--- config.mk ---
export PLATFORM = sky130hd
export DESIGN_NAME = axi_arbiter
export DESIGN_NICKNAME = d
export VERILOG_FILES = /design/src/rtl/axi_arbiter_pkg.sv /design/src/rtl/arb_rr2.sv /design/src/rtl/axi_arbiter.sv
export SDC_FILE = /design/constraint.sdc
export NUM_CORES = 1
export LEC_CHECK = 0
export CORE_AREA = 2 2 224 226
export CTS_CLUSTER_DIAMETER = 200
export DETAILED_ROUTE_END_ITERATION = 10
export DIE_AREA = 0 0 226 228
export SETUP_SLACK_MARGIN = 0.1
export SLEW_MARGIN = 20
export SYNTH_ARGS = -nofsm -noshare
export SYNTH_HDL_FRONTEND = slang
export SYNTH_SLANG_ARGS = --single-unit
--- constraint.sdc ---
create_clock -name clk -period 2.1 [get_ports clk]
set_input_delay 0.42 -clock clk [delete_from_list [all_inputs] [get_ports clk]]
set_output_delay 0.42 -clock clk [all_outputs]
set_load 0.05 [all_outputs]
--- src/rtl/axi_arbiter_pkg.sv ---
// ============================================================================
// Module : axi_arbiter_pkg
// Brief  : Shared types and default widths for the two-master AXI arbiter.
// Rev    : 1.0
// ============================================================================
`default_nettype none

package axi_arbiter_pkg;

  localparam int DEF_ADDR_W = 32;
  localparam int DEF_DATA_W = 32;
  localparam int DEF_ID_W   = 4;

  typedef enum logic [1:0] {
    ST_IDLE = 2'd0,
    ST_RD   = 2'd1,
    ST_WR   = 2'd2
  } state_t;

  typedef enum logic [1:0] {
    RESP_OKAY   = 2'b00,
    RESP_EXOKAY = 2'b01,
    RESP_SLVERR = 2'b10,
    RESP_DECERR = 2'b11
  } resp_t;

endpackage

`default_nettype wire

--- src/rtl/arb_rr2.sv ---
// ============================================================================
// Module : arb_rr2
// Brief  : Two-way grant selector with round-robin pointer; fixed priority
//          (master 0 wins) when ARB_FIXED_PRIO_EN is defined.
// Rev    : 1.0
// ============================================================================
`default_nettype none

module arb_rr2
  import axi_arbiter_pkg::*;
(
  input  logic       clk,
  input  logic       rst,
  input  logic [1:0] req,
  input  logic       en,
  output logic       gnt_valid,
  output logic       gnt_idx
);

  assign gnt_valid = |req;

`ifdef ARB_FIXED_PRIO_EN
  logic w_unused;
  assign w_unused = &{1'b0, clk, rst, en};
  assign gnt_idx  = ~req[0];
`else
  logic r_ptr;

  // Pointed-to master wins if requesting; otherwise the other one.
  assign gnt_idx = req[r_ptr] ? r_ptr : ~r_ptr;

  always_ff @(posedge clk or posedge rst) begin
    if (rst) begin
      r_ptr <= 1'b0;
    end else if (en && gnt_valid) begin
      r_ptr <= ~gnt_idx;
    end
  end
`endif

endmodule

`default_nettype wire

--- src/rtl/axi_arbiter.sv ---
// ============================================================================
// Module : axi_arbiter
// Brief  : Two-master to one-slave AXI arbiter, one transaction at a time.
//          Define ARB_FIXED_PRIO_EN for fixed master-0 priority.
// Rev    : 1.0
// ============================================================================
`default_nettype none

module axi_arbiter
  import axi_arbiter_pkg::*;
#(
  parameter int ADDR_W = DEF_ADDR_W,
  parameter int DATA_W = DEF_DATA_W,
  parameter int ID_W   = DEF_ID_W
) (
  input  logic                clk,
  input  logic                rst,
  // master 0
  input  logic [ADDR_W-1:0]   m0_araddr,
  input  logic                m0_arvalid,
  input  logic [ID_W-1:0]     m0_arid,
  input  logic [7:0]          m0_arlen,
  input  logic [2:0]          m0_arsize,
  input  logic [1:0]          m0_arburst,
  output logic                m0_arready,
  output logic [DATA_W-1:0]   m0_rdata,
  output logic [1:0]          m0_rresp,
  output logic                m0_rvalid,
  output logic                m0_rlast,
  output logic [ID_W-1:0]     m0_rid,
  input  logic                m0_rready,
  input  logic [ADDR_W-1:0]   m0_awaddr,
  input  logic                m0_awvalid,
  input  logic [ID_W-1:0]     m0_awid,
  input  logic [7:0]          m0_awlen,
  input  logic [2:0]          m0_awsize,
  input  logic [1:0]          m0_awburst,
  output logic                m0_awready,
  input  logic [DATA_W-1:0]   m0_wdata,
  input  logic [DATA_W/8-1:0] m0_wstrb,
  input  logic                m0_wvalid,
  input  logic                m0_wlast,
  output logic                m0_wready,
  output logic [1:0]          m0_bresp,
  output logic                m0_bvalid,
  output logic [ID_W-1:0]     m0_bid,
  input  logic                m0_bready,
  // master 1
  input  logic [ADDR_W-1:0]   m1_araddr,
  input  logic                m1_arvalid,
  input  logic [ID_W-1:0]     m1_arid,
  input  logic [7:0]          m1_arlen,
  input  logic [2:0]          m1_arsize,
  input  logic [1:0]          m1_arburst,
  output logic                m1_arready,
  output logic [DATA_W-1:0]   m1_rdata,
  output logic [1:0]          m1_rresp,
  output logic                m1_rvalid,
  output logic                m1_rlast,
  output logic [ID_W-1:0]     m1_rid,
  input  logic                m1_rready,
  input  logic [ADDR_W-1:0]   m1_awaddr,
  input  logic                m1_awvalid,
  input  logic [ID_W-1:0]     m1_awid,
  input  logic [7:0]          m1_awlen,
  input  logic [2:0]          m1_awsize,
  input  logic [1:0]          m1_awburst,
  output logic                m1_awready,
  input  logic [DATA_W-1:0]   m1_wdata,
  input  logic [DATA_W/8-1:0] m1_wstrb,
  input  logic                m1_wvalid,
  input  logic                m1_wlast,
  output logic                m1_wready,
  output logic [1:0]          m1_bresp,
  output logic                m1_bvalid,
  output logic [ID_W-1:0]     m1_bid,
  input  logic                m1_bready,
  // shared slave
  output logic [ADDR_W-1:0]   s_araddr,
  output logic                s_arvalid,
  output logic [ID_W-1:0]     s_arid,
  output logic [7:0]          s_arlen,
  output logic [2:0]          s_arsize,
  output logic [1:0]          s_arburst,
  input  logic                s_arready,
  input  logic [DATA_W-1:0]   s_rdata,
  input  logic [1:0]          s_rresp,
  input  logic                s_rvalid,
  input  logic                s_rlast,
  input  logic [ID_W-1:0]     s_rid,
  output logic                s_rready,
  output logic [ADDR_W-1:0]   s_awaddr,
  output logic                s_awvalid,
  output logic [ID_W-1:0]     s_awid,
  output logic [7:0]          s_awlen,
  output logic [2:0]          s_awsize,
  output logic [1:0]          s_awburst,
  input  logic                s_awready,
  output logic [DATA_W-1:0]   s_wdata,
  output logic [DATA_W/8-1:0] s_wstrb,
  output logic                s_wvalid,
  output logic                s_wlast,
  input  logic                s_wready,
  input  logic [1:0]          s_bresp,
  input  logic                s_bvalid,
  input  logic [ID_W-1:0]     s_bid,
  output logic                s_bready
);

  state_t     r_state;
  logic       r_owner;
  logic [1:0] w_req;
  logic       w_gnt_valid;
  logic       w_gnt_idx;
  logic       w_win_rd;
  logic       w_rd_done;
  logic       w_wr_done;

  assign w_req     = {m1_arvalid | m1_awvalid, m0_arvalid | m0_awvalid};
  assign w_win_rd  = w_gnt_idx ? m1_arvalid : m0_arvalid;
  assign w_rd_done = s_rvalid & s_rlast & (r_owner ? m1_rready : m0_rready);
  assign w_wr_done = s_bvalid & (r_owner ? m1_bready : m0_bready);

  arb_rr2 u_arb (
    .clk       (clk),
    .rst       (rst),
    .req       (w_req),
    .en        (r_state == ST_IDLE),
    .gnt_valid (w_gnt_valid),
    .gnt_idx   (w_gnt_idx)
  );

  always_ff @(posedge clk or posedge rst) begin
    if (rst) begin
      r_state <= ST_IDLE;
      r_owner <= 1'b0;
    end else begin
      case (r_state)
        ST_IDLE: if (w_gnt_valid) begin
          r_owner <= w_gnt_idx;
          r_state <= w_win_rd ? ST_RD : ST_WR;
        end
        ST_RD:   if (w_rd_done) r_state <= ST_IDLE;
        ST_WR:   if (w_wr_done) r_state <= ST_IDLE;
        default: r_state <= ST_IDLE;
      endcase
    end
  end

  // Payload fields follow the owner unconditionally; only handshakes are gated.
  assign s_araddr  = r_owner ? m1_araddr  : m0_araddr;
  assign s_arid    = r_owner ? m1_arid    : m0_arid;
  assign s_arlen   = r_owner ? m1_arlen   : m0_arlen;
  assign s_arsize  = r_owner ? m1_arsize  : m0_arsize;
  assign s_arburst = r_owner ? m1_arburst : m0_arburst;
  assign s_awaddr  = r_owner ? m1_awaddr  : m0_awaddr;
  assign s_awid    = r_owner ? m1_awid    : m0_awid;
  assign s_awlen   = r_owner ? m1_awlen   : m0_awlen;
  assign s_awsize  = r_owner ? m1_awsize  : m0_awsize;
  assign s_awburst = r_owner ? m1_awburst : m0_awburst;
  assign s_wdata   = r_owner ? m1_wdata   : m0_wdata;
  assign s_wstrb   = r_owner ? m1_wstrb   : m0_wstrb;
  assign s_wlast   = r_owner ? m1_wlast   : m0_wlast;

  assign m0_rdata = s_rdata;
  assign m0_rresp = s_rresp;
  assign m0_rlast = s_rlast;
  assign m0_rid   = s_rid;
  assign m0_bresp = s_bresp;
  assign m0_bid   = s_bid;
  assign m1_rdata = s_rdata;
  assign m1_rresp = s_rresp;
  assign m1_rlast = s_rlast;
  assign m1_rid   = s_rid;
  assign m1_bresp = s_bresp;
  assign m1_bid   = s_bid;

  always_comb begin
    m0_arready = 1'b0;
    m0_rvalid  = 1'b0;
    m0_awready = 1'b0;
    m0_wready  = 1'b0;
    m0_bvalid  = 1'b0;
    m1_arready = 1'b0;
    m1_rvalid  = 1'b0;
    m1_awready = 1'b0;
    m1_wready  = 1'b0;
    m1_bvalid  = 1'b0;
    s_arvalid  = 1'b0;
    s_rready   = 1'b0;
    s_awvalid  = 1'b0;
    s_wvalid   = 1'b0;
    s_bready   = 1'b0;
    case (r_state)
      ST_RD: begin
        s_arvalid = r_owner ? m1_arvalid : m0_arvalid;
        s_rready  = r_owner ? m1_rready  : m0_rready;
        if (r_owner) begin
          m1_arready = s_arready;
          m1_rvalid  = s_rvalid;
        end else begin
          m0_arready = s_arready;
          m0_rvalid  = s_rvalid;
        end
      end
      ST_WR: begin
        s_awvalid = r_owner ? m1_awvalid : m0_awvalid;
        s_wvalid  = r_owner ? m1_wvalid  : m0_wvalid;
        s_bready  = r_owner ? m1_bready  : m0_bready;
        if (r_owner) begin
          m1_awready = s_awready;
          m1_wready  = s_wready;
          m1_bvalid  = s_bvalid;
        end else begin
          m0_awready = s_awready;
          m0_wready  = s_wready;
          m0_bvalid  = s_bvalid;
        end
      end
      default: ;
    endcase
  end

endmodule

`default_nettype wire

==> qor.yml, run 1 <==
wl_per_cell_um: 19.61
drt_wl_total_um: 26200
fin_area_um2: 9176
clk_pin_slew_ns: 0.03
regArea_um2: 103.9
grt_pass1_wl_um: 33020
fmax_ghz: 0.4742
crit_chain: "buf_12 -> buf_8 -> buf_16 -> mux2_2 -> buf_12"
relSlewSlack: 0.7512
r2r_slack_ns: 0.46
r2r_end: "r_state[1]"
cts_inserted_buffers: 3
seq_area_frac_synth: 0.03613
drv_cap: 0
drt_iter0_markers: 50
syn_nets: 624
ioPinCount: 572
antenna_found_initial: 2
synthCells: 292
vdd_drop_max_v: 0.0007299
area_growth_pct: 231.3
hold_viol: 0
layout_common_cells: "clkdlybuf4s50_1, buf_8, mux2_4"
path_max_fanout: 14
ant_nets: 0
cellLeakagePower_nw: 3.724
drc_errors: 0
yosys_warnings: 0
final_cells: 1336
cp_slowest_cell: "dfrtp_4"
dieArea_um2: 51530
grt_max_degree: 18
grt_pass1_vias: 4314
violations: "negative setup slack"
drive_above_1_share: 0.5211
cp_common_cell: "buf_12"
crit_arrival_ns: 1.69
finalSetupTns_ns: -0.01000
clk_path_buf_depth: 2
synth-seq-cells: 4
clk_latency_ns: 0.23
vias_per_cell: 2.862
holdBufCountCts: 0
die_h_um: 228
nFillCells: 5372
core_um2: 49350
place.gp.congestion: 0.8111
crit_buf_inv: 4
hpwlAfterDp_um: 21410
setup_slack_ns: -0.008908
pre_cts_slack_ns: 0.02512
worstRegToRegCells: 7
rsz0062_at_grt: "true"
final_common_cell: "clkdlybuf4s50_1"
worst_setup_path_start_kind: "flop"
place_area_um2: 7571
cp-end-kind: "output pin"
rr_startpoint: "r_owner"
rows: 82
cp_top_family: "buffers and inverters"
avgSynthCellArea_um2: 9.487
start_util: 0.05613
cts_tree: "built"
critPathRequiredTime_ns: 1.68
fin_crit_sh: 1.004
clock_sinks: 4
fin_skew_ns: 0.001897
drtPass1Iterations: 4
antenna_cells: 0
grt_usage: 0.09359
status: "complete, but fails checks"
maxSlewViolCount: 0
criticalPathCategory: "reg2out"
power_density_nw_per_um2: 1298
period_minus_slack_ns: 2.109
finalSetupViolCount: 2
grt_overflow_total: 0
io_buffers: 439
vias: 3824
nets: 997
tightestPinTransition_ns: 0.3709
placed_cells: 1315
dieWidth_um: 226
hold_class: "in2async"
ys_types: 25
slowest_delay_ns: 0.51
ctsHtreeMaxLevel: 1
cts_root_buffer: "clkbuf_16"
multi_input_area_um2: 2167
syn_area_um2: 2770
-- power by group --
part / internal, mW / total (mW) / switching (mW) / leakage (nW)
combinational: 5.50 / 11.4 / 5.89 / 3.64
sequential: 0.124 / 0.207 / 0.0822 / 0.0473
clock: 0.252 / 0.315 / 0.0637 / 0.0382
total: 5.87 / 11.9 / 6.03 / 3.72
-- worst max path at each step --
stage / from / endpoint / slack, ns / cells past startpoint
6_report: r_owner / s_awaddr[31] / -0.009 / 5
5_1_grt: r_owner / s_awaddr[31] / -0.05 / 5
4_1_cts: r_owner / s_awaddr[29] / -0.03 / 5
3_5_place_dp: r_owner / s_awaddr[26] / 0.03 / 4
3_3_place_gp: r_owner / s_awaddr[26] / 0.004 / 4
2_1_floorplan: r_owner / s_arvalid / 0.23 / 4
-- per-stage QoR --
step	utilization	power, mW	hold WS [ns]
2_1_floorplan	-	5.873	0.1861
3_3_place_gp	0.1534	9.067	0.5722
3_5_place_dp	0.1534	9.059	0.6026
4_1_cts	0.1795	11.59	0.3809
5_1_grt	0.1859	12.39	0.3928
6_report	0.1859	11.91	0.3711
-- Yosys cell counts --
cell / number / area [µm²]
nand2_1: 2 / 7.510
buf_6: 14 / 157.7
nand3_1: 1 / 5.000
a22o_1: 1 / 8.760
nor2_4: 1 / 11.26
nor2b_1: 1 / 6.260
o22ai_1: 1 / 6.260
nor2_1: 14 / 52.55
mux2_2: 136 / 1531
and2b_1: 1 / 7.510
a21o_1: 1 / 7.510
a211oi_1: 1 / 7.510
a21oi_1: 1 / 5.000
and3_1: 2 / 12.51
a31oi_1: 1 / 6.260
dfrtp_1: 4 / 100.1
nor3b_1: 1 / 7.510
nand2b_1: 7 / 43.79
inv_2: 1 / 3.750
a2111oi_4: 1 / 27.53
mux2i_1: 4 / 40.04
inv_1: 2 / 7.510
buf_4: 92 / 690.7
a211o_2: 1 / 10.01
and2_1: 1 / 6.260
-- per-layer routing --
| layer | global-route usage | up-vias | wire, µm |
|---|---|---|---|
| met5 | 0 | - | 0 |
| met2 | 0.1679 | 393 | 12570 |
| met4 | 0.01118 | 0 | 111 |
| li1 | - | 1680 | - |
| met1 | 0.1030 | 1745 | 9909 |
| met3 | 0.04250 | 6 | 3604 |
-- cell type report --
| class | count | share of cell area |
|---|---|---|
| Timing Repair Buffer | 474 | 0.6511 |
| Multi-Input combinational cell | 179 | 0.2362 |
| Tap cell | 672 | 0.09163 |
| Sequential cell | 4 | 0.01132 |
| Clock buffer | 4 | 0.008590 |
| Inverter | 3 | 0.001227 |
-- kinds of logic (layout without fill, tap and decap cells) --
| group | after synthesis | count (layout) | synth area share |
|---|---|---|---|
| mux | 140 | 140 | 0.5673 |
| buf+inv | 109 | 481 | 0.3103 |
| simple gates | 31 | 31 | 0.05782 |
| compound gates | 8 | 8 | 0.02846 |
| flops | 4 | 4 | 0.03614 |
-- timing repair --
| action | CTS | global route |
|---|---|---|
| setup buffers | 10 | 1 |
| cloned | 5 | 1 |
| endpoints found under the hold margin | 0 | 0 |
| pin swaps | 3 | 6 |
| resized for setup | 255 | 71 |
| setup endpoints to repair | 94 | 143 |
-- state kept, by name, indices dropped and copies added (netlist names) --
| signal | flops |
|---|---|
| u_arb.r_ptr | 1 |
| r_state | 2 |
| r_owner | 1 |
Power figures use the tool's default switching activity.
==> run 2, diff against run 1 <==
--- a/config.mk
+++ b/config.mk
@@ -9,7 +9,7 @@
 export CTS_CLUSTER_DIAMETER = 200
 export DETAILED_ROUTE_END_ITERATION = 10
 export DIE_AREA = 0 0 226 228
-export SETUP_SLACK_MARGIN = 0.1
+export SETUP_SLACK_MARGIN = 0.05
 export SLEW_MARGIN = 20
 export SYNTH_ARGS = -nofsm -noshare
 export SYNTH_HDL_FRONTEND = slang
==> qor.yml, run 2 (synthesis gave the netlist of run 1 again) <==
drv_cap: 0  # unchanged
tightestPinTransition_ns: 0.3678  # -0.003125 ns
layout_common_cells: "clkdlybuf4s50_1, mux2_2, buf_12"
reg_top3: "r_state (2), r_owner (1), u_arb.r_ptr (1)"
ioPinCount: 572  # unchanged
grt_pass1_wl_um: 32430  # -1.8%
cp-end-kind: "output pin"
drtPass1Iterations: 4  # unchanged
path_max_fanout: 14  # unchanged
vias_per_cell: 2.830  # -1.1%
final_common_cell: "clkdlybuf4s50_1"
crit_arrival_ns: 1.68  # about the same
multi_input_area_um2: 2034  # -6.1%
nFillCells: 5414  # +0.78%
cellLeakagePower_nw: 3.458  # -7.1%
dieWidth_um: 226  # unchanged
placed_cells: 1315  # unchanged
drc_errors: 0  # unchanged
grt_overflow_total: 0  # unchanged
critPathRequiredTime_ns: 1.68  # about the same
antenna_found_initial: 1  # -1
finalSetupViolCount: 2  # unchanged
place.gp.congestion: 0.8111  # unchanged
place_area_um2: 7571  # unchanged
hpwlAfterDp_um: 21410  # unchanged
cts_root_buffer: "clkbuf_16"
grt_max_degree: 18  # unchanged
hold_viol: 0  # unchanged
ctsHtreeMaxLevel: 1  # unchanged
period_minus_slack_ns: 2.104  # -0.005106 ns
holdBufCountCts: 0  # unchanged
grt_pass1_vias: 4283  # -0.72%
drt_wl_total_um: 25630  # -2.2%
clk_pin_slew_ns: 0.03  # about the same
total_power_mw: 11.14  # -6.4%
violations: "negative setup slack"
final_cells: 1333  # -0.22%
ant_nets: 0  # unchanged
antenna_cells: 0  # unchanged
hold_class: "in2async"
drive_above_1_share: 0.5113  # -0.009738
io_buffers: 439  # unchanged
core_um2: 49350  # unchanged
nets: 994  # -0.30%
status: "complete, but fails checks"
rows: 82  # unchanged
relSlewSlack: 0.7533  # +0.002096
clock_sinks: 4  # unchanged
area_growth_pct: 214.4
dieArea_um2: 51530  # unchanged
vdd_drop_max_v: 0.0007255  # -0.61%
criticalPathCategory: "reg2out"
finalSetupTns_ns: -0.006970  # +0.003033 ns
pre_cts_slack_ns: 0.02512  # unchanged
wl_per_cell_um: 19.23  # -2.0%
setup_slack_ns: -0.003802  # +0.005106 ns
cts_inserted_buffers: 3  # unchanged
regMostFlops: "r_state"
drt_iter0_markers: 60  # +20%
clk_path_buf_depth: 2  # unchanged
fmax_ghz: 0.4753  # +0.24%
start_util: 0.05613  # unchanged
maxSlewViolCount: 0  # unchanged
rsz0062_at_grt: "true"
die_h_um: 228  # unchanged
fin_area_um2: 8710  # -5.1%
grt_usage: 0.09229  # -0.001303
worst_setup_path_start_kind: "flop"
vias: 3773  # -1.3%
regArea_um2: 103.9  # unchanged
largest_reg_flops: 2  # unchanged
fin_crit_sh: 1.002  # -0.002432
cts_tree: "built"
fin_skew_ns: 0.001925  # +0.00002809 ns
power_density_nw_per_um2: 1279  # -1.4%
clk_latency_ns: 0.23  # about the same
==> run 2: critical path: stages, from the launching register on <==
cell and delay, ns:
dfrtp_4 0.51, buf_12 0.16, buf_8 0.12, buf_16 0.14
mux2_2 0.32, buf_12 0.16
==> run 2: cell type report <==
class	instances	area share
sequential	4	0.01192
multi-input combinational	179	0.2336
clock buffer	4	0.009050
tap	672	0.09654
inverter	3	0.001293
timing repair buffer	471	0.6476
==> run 2: per-layer routing <==
metal	share of wire	vias up	global-route usage	wire [µm]
met5	0	-	0	0
met4	0.0049	0	0.01118	126
met3	0.13	9	0.04160	3452
met2	0.48	388	0.1654	12330
li1	-	1673	-	-
met1	0.38	1703	0.1019	9718
==> run 2: path summary, 6_finish.rpt <==
| check | start | cells past startpoint | slack, ns | end |
|---|---|---|---|---|
| hold / removal | rst | 2 | 0.37 | r_owner |
| min in group clk | u_arb.r_ptr | 1 | 0.60 | u_arb.r_ptr |
| max in group asynchronous | rst | 2 | 1.57 | r_owner |
| setup reg to reg | r_owner | 6 | 0.57 | r_state[1] |
| hold reg to reg | u_arb.r_ptr | 1 | 0.60 | u_arb.r_ptr |
| setup / recovery | r_owner | 5 | -0.004 | s_wstrb[3] |
==> run 2: per-stage QoR <==
step | utilization | hold slack, ns
5_1_grt | 0.1765 | 0.3928
4_1_cts | 0.1723 | 0.3809
2_1_floorplan | - | 0.1861
3_5_place_dp | 0.1534 | 0.6026
6_report | 0.1765 | 0.3700
3_3_place_gp | 0.1534 | 0.5722
==> run 2: repair_timing <==
| item | 4_1_cts | 5_1_grt |
|---|---|---|
| setup endpoints to repair | 86 | 108 |
| buffers inserted | 9 | 0 |
| gates cloned | 4 | 1 |
| resized for setup | 171 | 45 |
| pin swaps | 1 | 1 |
==> run 2: where the power goes <==
group	total, mW	switching [mW]	leakage (nW)	internal (mW)
Combinational	10.6	5.67	3.37	4.95
Clock	0.317	0.0656	0.0382	0.252
Sequential	0.205	0.0807	0.0473	0.124
